**config.mk**
```make
export PLATFORM = sky130hd
export DESIGN_NAME = npu_mem_sched
export DESIGN_NICKNAME = d
export VERILOG_FILES = /design/src/rtl/npu_mem_pkg.sv /design/src/rtl/npu_rd_pipe.sv /design/src/rtl/npu_mem_sched.sv
export SDC_FILE = /design/constraint.sdc
export NUM_CORES = 1
export LEC_CHECK = 0
export ABC_AREA = 0
export BUFFER_PORTS_ARGS = -buffer_cell sky130_fd_sc_hd__buf_2
export CAP_MARGIN = 20
export CORE_MARGIN = 3
export CORE_UTILIZATION = 52
export DETAILED_ROUTE_END_ITERATION = 7
export PLACE_DENSITY_LB_ADDON = 0.08
export SETUP_SLACK_MARGIN = 0.4
export SYNTH_ARGS = -nofsm -noshare
export SYNTH_HDL_FRONTEND = slang
export SYNTH_SLANG_ARGS = --single-unit
```
**constraint.sdc**
```tcl
create_clock -name clk -period 3.8 [get_ports clk]
set_input_delay 0.19 -clock clk [delete_from_list [all_inputs] [get_ports clk]]
set_output_delay 0.19 -clock clk [all_outputs]
set_load 0.02 [all_outputs]
```
**src/rtl/npu_mem_pkg.sv**
```systemverilog
// Shared definitions for the NPU memory scheduler: FSM states and host register map.
package npu_mem_pkg;

    typedef enum logic [1:0] {
        IDLE,
        STREAM,
        DRAIN,
        DONE
    } state_e;

    localparam logic [1:0] REG_DATA = 2'd0;
    localparam logic [1:0] REG_LEN  = 2'd1;
    localparam logic [1:0] REG_CMD  = 2'd2;

    localparam int unsigned CMD_START = 0;
    localparam int unsigned CMD_CLR   = 1;

endpackage

```
**src/rtl/npu_rd_pipe.sv**
```systemverilog
// Read-return pipe: tracks in-flight RAM reads and registers each returning word
// into the four stream byte lanes.
module npu_rd_pipe #(
    parameter int unsigned RD_LAT = 1,
    parameter int unsigned DATA_W = 32
) (
    input  logic              clk,
    input  logic              rst,
    input  logic              issue_i,
    input  logic [DATA_W-1:0] rdata_i,
    output logic [7:0]        data0_o,
    output logic [7:0]        data1_o,
    output logic [7:0]        data2_o,
    output logic [7:0]        data3_o,
    output logic              valid_o,
    output logic              pending_o
);

    logic [RD_LAT-1:0] vld_q;
    logic [DATA_W-1:0] beat_q;
    logic              valid_q;

    always_ff @(posedge clk or posedge rst) begin
        if (rst) begin
            vld_q   <= '0;
            beat_q  <= '0;
            valid_q <= 1'b0;
        end else begin
            vld_q[0] <= issue_i;
            for (int unsigned i = 1; i < RD_LAT; i++) begin
                vld_q[i] <= vld_q[i-1];
            end
            valid_q <= vld_q[RD_LAT-1];
            // Bytes are only updated by a real beat so they hold between beats.
            if (vld_q[RD_LAT-1]) begin
                beat_q <= rdata_i;
            end
        end
    end

    assign data0_o   = beat_q[31:24];
    assign data1_o   = beat_q[23:16];
    assign data2_o   = beat_q[15:8];
    assign data3_o   = beat_q[7:0];
    assign valid_o   = valid_q;
    assign pending_o = |vld_q;

endmodule

```
**src/rtl/npu_mem_sched.sv**
```systemverilog
// Owns the single-port NPU RAM: host Avalon loads in IDLE, PE-array read stream
// otherwise, with the host stalled through waitrequest until the stream completes.
module npu_mem_sched
    import npu_mem_pkg::*;
#(
    parameter int unsigned ADDR_W = 14,
    parameter int unsigned DATA_W = 32,
    parameter int unsigned RD_LAT = 1
) (
    input  logic              clk,
    input  logic              reset,
    input  logic              chipselect,
    input  logic              write,
    input  logic [1:0]        address,
    input  logic [31:0]       writedata,
    output logic              waitrequest,
    input  logic              reading,
    output logic [ADDR_W-1:0] ram_addr,
    output logic              ram_we,
    output logic [DATA_W-1:0] ram_wdata,
    input  logic [DATA_W-1:0] ram_rdata,
    output logic [7:0]        data0,
    output logic [7:0]        data1,
    output logic [7:0]        data2,
    output logic [7:0]        data3,
    output logic              data_valid,
    output logic              busy,
    output logic              done
);

    state_e            state_q;
    logic [ADDR_W-1:0] wr_ptr_q;
    logic [ADDR_W-1:0] rd_ptr_q;
    logic [ADDR_W:0]   len_q;
    logic [ADDR_W:0]   issued_q;
    logic [ADDR_W:0]   issued_d;
    logic              busy_q;
    logic              done_q;
    logic              host_wr;
    logic              accept;
    logic              issue;
    logic              pipe_pending;

    always_comb begin
        host_wr     = chipselect & write;
        accept      = host_wr & (state_q == IDLE);
        waitrequest = host_wr & (state_q != IDLE);
        ram_we      = accept & (address == REG_DATA);
        ram_wdata   = ram_we ? writedata : '0;
        ram_addr    = (state_q == IDLE) ? wr_ptr_q : rd_ptr_q;
        issue       = (state_q == STREAM) & reading;
        issued_d    = issued_q + (ADDR_W+1)'(1);
    end

    always_ff @(posedge clk or posedge reset) begin
        if (reset) begin
            state_q  <= IDLE;
            wr_ptr_q <= '0;
            rd_ptr_q <= '0;
            len_q    <= '0;
            issued_q <= '0;
            busy_q   <= 1'b0;
            done_q   <= 1'b0;
        end else begin
            done_q <= 1'b0;
            case (state_q)
                IDLE: begin
                    if (accept) begin
                        case (address)
                            REG_DATA: wr_ptr_q <= wr_ptr_q + ADDR_W'(1);
                            REG_LEN:  len_q    <= writedata[ADDR_W:0];
                            REG_CMD: begin
                                if (writedata[CMD_CLR]) begin
                                    wr_ptr_q <= '0;
                                end
                                if (writedata[CMD_START]) begin
                                    if (len_q == '0) begin
                                        state_q <= DONE;
                                        done_q  <= 1'b1;
                                    end else begin
                                        rd_ptr_q <= '0;
                                        issued_q <= '0;
                                        busy_q   <= 1'b1;
                                        state_q  <= STREAM;
                                    end
                                end
                            end
                            default: ;
                        endcase
                    end
                end
                STREAM: begin
                    if (reading) begin
                        rd_ptr_q <= rd_ptr_q + ADDR_W'(1);
                        issued_q <= issued_d;
                        if (issued_d == len_q) begin
                            state_q <= DRAIN;
                        end
                    end
                end
                DRAIN: begin
                    // Pipe empty with a beat on the outputs means the final beat is showing now.
                    if (!pipe_pending && data_valid) begin
                        state_q <= DONE;
                        busy_q  <= 1'b0;
                        done_q  <= 1'b1;
                    end
                end
                DONE:    state_q <= IDLE;
                default: state_q <= IDLE;
            endcase
        end
    end

    assign busy = busy_q;
    assign done = done_q;

    npu_rd_pipe #(
        .RD_LAT (RD_LAT),
        .DATA_W (DATA_W)
    ) u_rd_pipe (
        .clk       (clk),
        .rst       (reset),
        .issue_i   (issue),
        .rdata_i   (ram_rdata),
        .data0_o   (data0),
        .data1_o   (data1),
        .data2_o   (data2),
        .data3_o   (data3),
        .valid_o   (data_valid),
        .pending_o (pipe_pending)
    );

endmodule

```
* Yosys cells after proc, flatten, opt, wreduce, memory -nomap -nowiden
Index checks and enable logic that the tools add are counted.
** Word-level totals
- Flip-flop bits (word level) :: 96
- Bits of input ports :: 71
- Output and inout port bits :: 83
- Word-level logic and storage cells :: 82
** Operators by class
- Add/subtract/negate cells :: 3
- Eq/ne operators :: 14
- Mux-type cells :: 36
- Bitwise gates (word level) :: 5
- Reductions and logical operators :: 14
** Operator list (number)
- 14-bit 2-to-1 mux :: 7
- 15-bit 2-to-1 mux :: 5
- 14-bit one-hot mux with 2 select lines :: 2
- 32-bit 2-to-1 mux :: 1
- 15-bit one-hot mux with 2 select lines :: 1
- 14-bit by 1-bit adder with 14-bit output (second input constant) :: 2
- 6-bit AND reduction :: 3
- 15-bit by 1-bit adder with 15-bit output (second input constant) :: 1
- 15-bit equality test :: 1
- 15-bit zero test :: 1
- 2-bit 2-to-1 mux :: 7
- 2-bit != test (second input constant) :: 6
- 1-bit 2-to-1 mux :: 10
- 2-bit one-hot mux with 4 select lines :: 1
- 2-bit nonzero test :: 4
- 2-bit equality test (second input constant) :: 3
- 1-bit bitwise AND :: 5
- 2-bit by 1-bit equality test with 1-bit output (second input constant) :: 2
- 2-bit zero test :: 2
- 2-bit by 1-bit != test with 1-bit output (second input constant) :: 2
- 1-bit one-hot mux with 2 select lines :: 2
- 4-bit AND reduction :: 1
- 3-bit AND reduction :: 1
- 1-bit logical AND :: 1
- 1-bit zero test :: 1

* Longest topological paths before layout
Gate-level depths: netlist (run 1).
- Depth after elaboration :: 6
- Depth in mapped cells :: 10
- Mapped depth without buffers :: 9

* Hierarchy
From an unflattened synthesis (run 1), not the netlist that was laid out.
** Second synthesis, totals
- Cell total of the unflattened synthesis :: 516
- Area, all modules :: 5502.8 um^2
** By module, submodules not included
- npu_mem_sched :: instances 1, cells each 445, area an instance 4103.9 um^2, seq. area each 1551.5 um^2
- npu_rd_pipe :: instances 1, cells each 71, area an instance 1398.8 um^2, seq. area each 850.8 um^2

* Least setup slack after synthesis (run 1)
Ideal clock, no wire load.
- Path kind :: flip-flop to flip-flop
- Start :: register issued_q[0]
- End :: register state_q[1]
- Setup time :: 79 ps
- Arrival time :: 2190 ps
- Required time :: 3721 ps
- Setup slack :: 1531 ps
- Stages on the path, launching flop included :: 10
- Path buffers :: 1
- Period minus slack after synthesis :: 2269 ps
- Path through :: dfrtp_1 > ha_1 > buf_2 > nand3_2 > nor3_1 > mux2_2 > a21oi_1 > nand4bb_1 > a21oi_2 > mux2i_1
** Between the ends
- Word-level cells in the longest chain between the ends :: 4
** RTL lines
- from (decl) :: line npu_mem_sched.sv:35 : logic [ADDR_W:0] issued_q;
- from (signal assigned) :: line npu_mem_sched.sv:95 : issued_q <= issued_d;
- 15-bit by 1-bit adder with 15-bit output :: line npu_mem_sched.sv:52 : issued_d = issued_q + (ADDR_W+1)'(1);
- 15-bit equality test :: line npu_mem_sched.sv:96 : if (issued_d == len_q) begin
- 2-bit by 1-bit != test with 1-bit output (no line)
- 6-bit AND reduction (no line)
- to (signal assigned) :: line npu_mem_sched.sv:57 : state_q <= IDLE;
- to (signal assigned) :: line npu_mem_sched.sv:97 : state_q <= DRAIN;
- to (signal assigned) :: line npu_mem_sched.sv:104 : state_q <= DONE;
- to (decl) :: line npu_mem_sched.sv:31 : state_e state_q;
No other way between the ends.
A chain may end at the register's enable or synchronous reset.

* Worst setup path after layout (run 1)
- Start :: register state_q[0]
- End :: register issued_q[9]
** Between the ends
- Word-level cells in the longest chain between the ends :: 4
- Elaborated cells between the ends (all ways) :: 11
- Those cells by class :: eq/ne: 6; mux: 1; bitwise: 1; reduce/logical: 3
** RTL lines
- from (signal assigned) :: line npu_mem_sched.sv:57
- from (signal assigned) :: line npu_mem_sched.sv:78 : state_q <= DONE;
- from (signal assigned) :: line npu_mem_sched.sv:84 : state_q <= STREAM;
- 2-bit zero test :: line npu_mem_sched.sv:46, npu_mem_sched.sv:66
- 1-bit bitwise AND :: line npu_mem_sched.sv:46 : accept = host_wr & (state_q == IDLE);
- 2-bit != test (no line)
- 6-bit AND reduction (no line)
Several ways; a longest one is shown, not always the timed one.

==> results of run 1 <==
## routing by layer
| metal | GRT usage | up-vias |
|---|---|---|
| li1 | - | 2062 |
| met1 | 0.300 | 2003 |
| met2 | 0.335 | 195 |
| met3 | 0.0349 | 12 |
| met4 | 0.0665 | 0 |
| met5 | 0 | - |
## registers in the layout, summed over array words and instances (netlist names)
name                 flops
done                     1
u_rd_pipe.beat_q        32
u_rd_pipe.valid_o        1
rd_ptr_q                14
busy                     1
wr_ptr_q                14
state_q                  2
u_rd_pipe.pending_o      1
issued_q                15
len_q                   15
## cells by family after synthesis
family	after synthesis
adder cells (fa/ha/maj)	6
flip-flops	96
XOR/XNOR	29
buffers and inverters	37
AO/OA/AOI/OAI	83
multiplexers	65
AND/OR/NAND/NOR	178
## power groups by stage
stage / sequential, mW / combinational (mW) / clock [mW]
2_1_floorplan: 1.77 / 0.901 / 0
3_3_place_gp: 1.57 / 1.53 / 0
3_5_place_dp: 1.59 / 1.57 / 0
4_1_cts: 1.57 / 1.57 / 0.682
5_1_grt: 1.62 / 1.70 / 0.728
6_report: 1.57 / 1.57 / 0.659
## final cells by class
class	instances	area [um2]	share of cell area
multi-input cells	361	2590	0.417
flip-flops and latches	96	2400	0.387
repair buffers	160	818	0.132
well taps	129	161	0.0260
clock buffers	10	128	0.0206
clock inverters	6	66.3	0.0107
inverters	12	46.3	0.00746
## per-stage QoR
step | hold slack, ps | util | power [mW] | cells | instance area (um2)
after floorplan | 341 | - | 2.67 | 494 | 5140
after global placement | 395 | 0.639 | 3.10 | 758 | 6010
after detailed placement | 401 | 0.639 | 3.16 | 758 | 6010
after CTS | 6.22 | 0.659 | 3.82 | 774 | 6210
after global routing | 40.4 | 0.659 | 4.05 | 774 | 6210
final | -16.9 | 0.659 | 3.80 | 774 | 6210
## cells in the mapped netlist, types with 2 or more instances
cell type and n:
a21oi_1 8, xnor2_1 16, nor4_1 6, a311oi_1 2, or3_1 2, nor2b_1 9, mux2_2 63, nor2_1 35
a211o_1 3, buf_2 7, mux2i_1 2, nand2_1 29, and3_1 9, ha_1 6, xor2_1 13, o21ai_0 34
and4_1 5, clkbuf_2 2, nor3_1 7, nor4b_1 2, o41ai_1 4, dfrtp_1 96, nand3b_1 2, nand2b_1 3
clkbuf_1 14, and2_1 36, a22o_1 6, nand3_1 11, a31oi_1 4, a21o_1 4, o31ai_1 8, nand4_1 15
inv_1 12
## worst max-delay path by stage
| stage | start | end | cells after the start |
|---|---|---|---|
| after floorplan | reset | busy$_DFFE_PP0P_ | 1 |
| after global placement | state_q[0]$_DFFE_PP0P_ | issued_q[10]$_DFFE_PP0P_ | 9 |
| after detailed placement | state_q[1]$_DFFE_PP0P_ | wr_ptr_q[13]$_DFFE_PP0P_ | 10 |
| after CTS | state_q[0]$_DFFE_PP0P_ | wr_ptr_q[13]$_DFFE_PP0P_ | 10 |
| after global routing | state_q[1]$_DFFE_PP0P_ | issued_q[14]$_DFFE_PP0P_ | 9 |
| final | state_q[0]$_DFFE_PP0P_ | issued_q[9]$_DFFE_PP0P_ | 9 |
==> impl_metrics.csv, run 1 <==
group,metric,value,unit
drt,dr_wl_met2,5210,um
synthesis,seq_area_frac_synth,0.468,
die,core_area,9420,um2
drt,wl_met3,948,um
power,p_clk_frac,0.174,
grt,grt_max_degree,52,
clock_network,clk_path_buf_depth,2,
synthesis,synth_top_area_frac,0.468,
clock_network,htree_levels,3,
worst_setup_path,end_kind,"flop",
placement,dp_slack,1140,ps
run_status,status,"finished, violations left",
worst_setup_path,path_cells,"inv_1 -> ha_1 -> nor4b_1 -> nand4_1 -> a21boi_2 -> nand2_1 -> a21oi_1 -> o21ai_0 -> o31ai_1",
layout,insertedDiodeCount,0,
drt,antenna_left,0,
drt,avgViaCountPerCell,5.52,
sta,final-setup-viol-count,0,
drt,drc,0,
placement,hpwl,8630,um
die,die-area,11100,um2
power,combPwrFrac,0.413,
clock_network,cts_tree,"yes",
run_status,violations,"hold timing",
worst_setup_path,critPathMaxStageDelay,730,ps
clock_network,cts_setup_buffers,0,
worst_setup_path,r2r_slack,1090,ps
drt,dr.pass1.iters,4,
flow_run,drv_cap,0,
power,p_seq_frac,0.414,
sta,fin_ws,1090,ps
worst_setup_path,reg2reg_from,"state_q[0]$_DFFE_PP0P_",
sta,max_freq,369,MHz
sta,slew-limit-headroom,0.353,
synthesis,syn_area,5140,um2
sta,hold_viol,29,
synthesis,ys.warnings.count,0,
synthesis,synth_xor_area_frac,0.0494,
drt,wire_per_inst,15.0,um
grt,grt_pass1_vias,4109,
synthesis,async_reset_ff_frac,1.00,
grt,grt-ovfl-total,0,
clock_network,clock_latency,360,ps
layout,mostFrequentLayoutCells,"buf_2 (153), dfrtp_1 (96), mux2_2 (63)",
power,p_leak,3.02,nW
die,ioPinCount,154,
die,num_rows,35,
synthesis,synthTopCellsByArea,"dfrtp_1 (47%), mux2_2 (14%), and2_1 (4.4%)",
sta,fin_tns_setup,0,ps
worst_setup_path,r2r_end,"issued_q[9]$_DFFE_PP0P_",
layout,area_growth,20.8,%
worst_setup_path,required,4010,ps
power,ir_drop,0.274,mV
drt,initialDrtViolationCount,278,
power,p_sw_frac,0.388,
worst_setup_path,reg2regPathDepth,9,
grt,grt_pass1_wl,19600,um
layout,layout-drive-gt1-share,0.384,
sta,slew_viol_final,0,
synthesis,post-synth-top-area-cell,"dfrtp_1",
placement,io_buffers,153,
power,powerDensity,611,nW/um2
synthesis,ys_ff_latch,96,
clock_network,clk_pin_slew,90,ps
clock_network,cts_resized,0,
grt,grt_use_total,0.212,
worst_setup_path,path_class,"flop to flop",
grt,antenna_found_initial,0,
die,die_y,105,um
synthesis,synth_edf_count,0,
synthesis,synthAdderAreaFrac,0.0146,
drt,wl_met1,5280,um
clock_network,cts_hold_buffers,0,
worst_setup_path,cp_top_family,"simple AND/OR/NAND/NOR gates",
worst_setup_path,slowest_stage,"nand2_1",
worst_setup_path,arrival,2920,ps
synthesis,muxShareOfSynthArea,0.142,
clock_network,cts-buffers-inserted,9,
synthesis,synthSimpleGateAreaFrac,0.190,
drt,wl,11600,um
synthesis,avgSynthCellArea,10.4,um2
synthesis,syn-num-nets,571,
min_path,hold_class,"primary input to asynchronous set/reset pin",
synthesis,yosys_most_used_dff,"dfrtp_1",
placement,gp_congestion,0.928,
synthesis,synth_top_family_by_area,"simple AND/OR/NAND/NOR gates",
synthesis,syn_inst,494,
sta,holdWs,-16.9,ps
layout,nNetsFinal,717,
synthesis,synth_compound_area_frac,0.107,
worst_setup_path,start_kind,"flop",
power,p_int,2.32,mW
layout,fillers,782,
sta,fin_crit_sh,0.713,
drt,vias,4272,
drt,maxUsedRoutingLayer,"met4",
layout,layout_commonest_cell,"buf_2",
die,initial_utilization,0.546,
sta,layout_min_cycle_time,2710,ps
sta,skew,12.8,ps
die,die_w,105,um
synthesis,ys_types,52,
sta,rsz0062_at_grt,"no",
clock_network,root_buffer,"clkbuf_8",
sta,tightestPinTransition,968,ps
worst_setup_path,path_max_fanout,28,
worst_setup_path,crit_buf_inv,1,
power,switchingPower,1.47,mW
clock_network,cts_sinks,96,
No activity file was read; power rests on OpenSTA's default activity.
==> run 2: changes to the inputs <==
==> constraint.sdc (replaced) <==
create_clock -name clk -period 2.5 [get_ports clk]
set_input_delay 0.125 -clock clk [delete_from_list [all_inputs] [get_ports clk]]
set_output_delay 0.125 -clock clk [all_outputs]
set_load 0.02 [all_outputs]
==> impl_metrics.csv, run 2 (synthesis gave the netlist of run 1 again) <==
group,metric,value,unit
run_status,status,"finished clean",
layout,largest_reg_flops,32,
drt,antenna_left,0,
layout,top_register,"u_rd_pipe.beat_q",
worst_setup_path,arrival,2480,ps
layout,area_growth,38.5,%
layout,nNetsFinal,779,
power,powerDensity,880,nW/um2
min_path,hold_class,"primary input to flop",
die,core_area,9420,um2
placement,place_inst,764,
power,ir_drop,0.433,mV
layout,reg_top3,"u_rd_pipe.beat_q: 32 flops, issued_q: 15 flops, len_q: 15 flops",
worst_setup_path,start_kind,"flop",
sta,skew,15.6,ps
die,num_rows,35,
power,p_leak,3.41,nW
drt,vias,4644,
placement,dp_slack,168,ps
worst_setup_path,reg2reg_from,"issued_q[1]$_DFFE_PP0P_",
clock_network,cts_sinks,96,
sta,fin_crit_sh,0.881,
placement,hpwl,9190,um
sta,slew-limit-headroom,0.538,
clock_network,htree_levels,3,
clock_network,clock_latency,360,ps
placement,place_area,6110,um2
grt,grt_pass1_wl,22700,um
layout,stdcell_area,7120,um2
power,power.total,6.26,mW
placement,io_buffers,153,
flow_run,drv_cap,0,
grt,grt_max_degree,65,
sta,max_freq,454,MHz
clock_network,clk_pin_slew,100,ps
grt,grt_pass1_vias,4519,
sta,fin_tns_setup,0,ps
sta,hold_viol,0,
clock_network,clk_path_buf_depth,2,
layout,insertedDiodeCount,0,
die,die_w,105,um
drt,wl,14500,um
worst_setup_path,path_max_fanout,7,
grt,grt_use_total,0.253,
placement,gp_congestion,0.812,
sta,rsz0062_at_grt,"yes",
drt,avgViaCountPerCell,5.56,
grt,antenna_found_initial,0,
sta,layout_min_cycle_time,2200,ps
layout,layout_commonest_cell,"buf_2",
worst_setup_path,setup.worst_path.start,"issued_q[1]$_DFFE_PP0P_",
layout,mostFrequentLayoutCells,"buf_2 (133), dfrtp_1 (90), mux2_2 (63)",
drt,initialDrtViolationCount,246,
drt,dr.pass1.iters,5,
grt,grt-ovfl-total,0,
min_path,holdCritStartpoint,"writedata[8]",
die,initial_utilization,0.546,
sta,final-setup-viol-count,0,
drt,drc,0,
sta,fin_ws,298,ps
worst_setup_path,path_class,"flop to flop",
clock_network,root_buffer,"clkbuf_8",
sta,slew_viol_final,0,
layout,final_cells,836,
worst_setup_path,end_kind,"flop",
sta,tightestPinTransition,691,ps
worst_setup_path,required,2770,ps
die,ioPinCount,154,
layout,fillers,645,
die,die_y,105,um
clock_network,cts-buffers-inserted,9,
die,die-area,11100,um2
clock_network,cts_tree,"yes",
layout,layout-drive-gt1-share,0.437,
drt,wire_per_inst,17.3,um
run 2: cell types whose count changed in the layout (fill, tap and decap cells not counted), sizes merged:
| cell | change |
|---|---|
| clkinvlp | +3 |
| clkinv | -2 |
| dlygate4sd3 | +36 |
| buf | +26 |
| inv | -1 |
run 2: through the flow:
step	hold slack, ps	utilization
finish	12.8	0.756
floorplan	276	-
global route	0.990	0.756
global placement	259	0.649
detailed placement	268	0.649
CTS	0.955	0.724
run 2: report_power, final:
group	leakage (nW)	internal (mW)	switching, mW	total, mW
logic	2.09	1.29	1.51	2.80
registers	1.22	2.02	0.421	2.44
clock network	0.0929	0.467	0.553	1.02
total	3.41	3.78	2.48	6.26
run 2: per-layer routing:
layer | up-vias | track usage | share of wire
met5 | - | 0 | 0
li1 | 2191 | - | -
met1 | 2237 | 0.315 | 0.41
met2 | 198 | 0.445 | 0.51
met4 | 0 | 0.0581 | 0.010
met3 | 18 | 0.0570 | 0.075
run 2: final timing paths:
check	end	depth (start not counted)	slack (ps)
setup / recovery	state_q[1]$_DFFE_PP0P_	8	300
hold / removal	len_q[8]$_DFFE_PP0P_	2	10
setup reg to reg	state_q[1]$_DFFE_PP0P_	8	300
hold reg to reg	u_rd_pipe.beat_q[0]$_DFFE_PP0P_	1	510
max in group asynchronous	issued_q[1]$_DFFE_PP0P_	4	1310
min in group asynchronous	u_rd_pipe.beat_q[18]$_DFFE_PP0P_	3	420
run 2: area by class of cell:
type,count,area [um2],share of cell area
Sequential cell,96,2410,0.339
Clock buffer,10,128,0.0179
Timing Repair Buffer,222,1510,0.212
Clock inverter,6,67.6,0.00950
Inverter,12,48.8,0.00686
Multi-Input combinational cell,361,2790,0.392
Tap cell,129,161,0.0227
run 2: timing repair:
item / CTS / global route
pin swaps: 5 / 13
buffers inserted: 5 / 11
setup endpoints to repair: 63 / 59
cloned: 3 / 1
hold endpoints to repair: 66 / 1
gates resized for setup: 26 / 60
hold buffers: 35 / 1
run 2: critical path, stage by stage, from the launching register on:
cell       delay [ps]
dfrtp_2           460
ha_4              210
o21ba_4           190
a221oi_2          240
o221ai_1          170
a211o_1           260
nand4bb_4         220
a21oi_4           160
mux2i_1           200
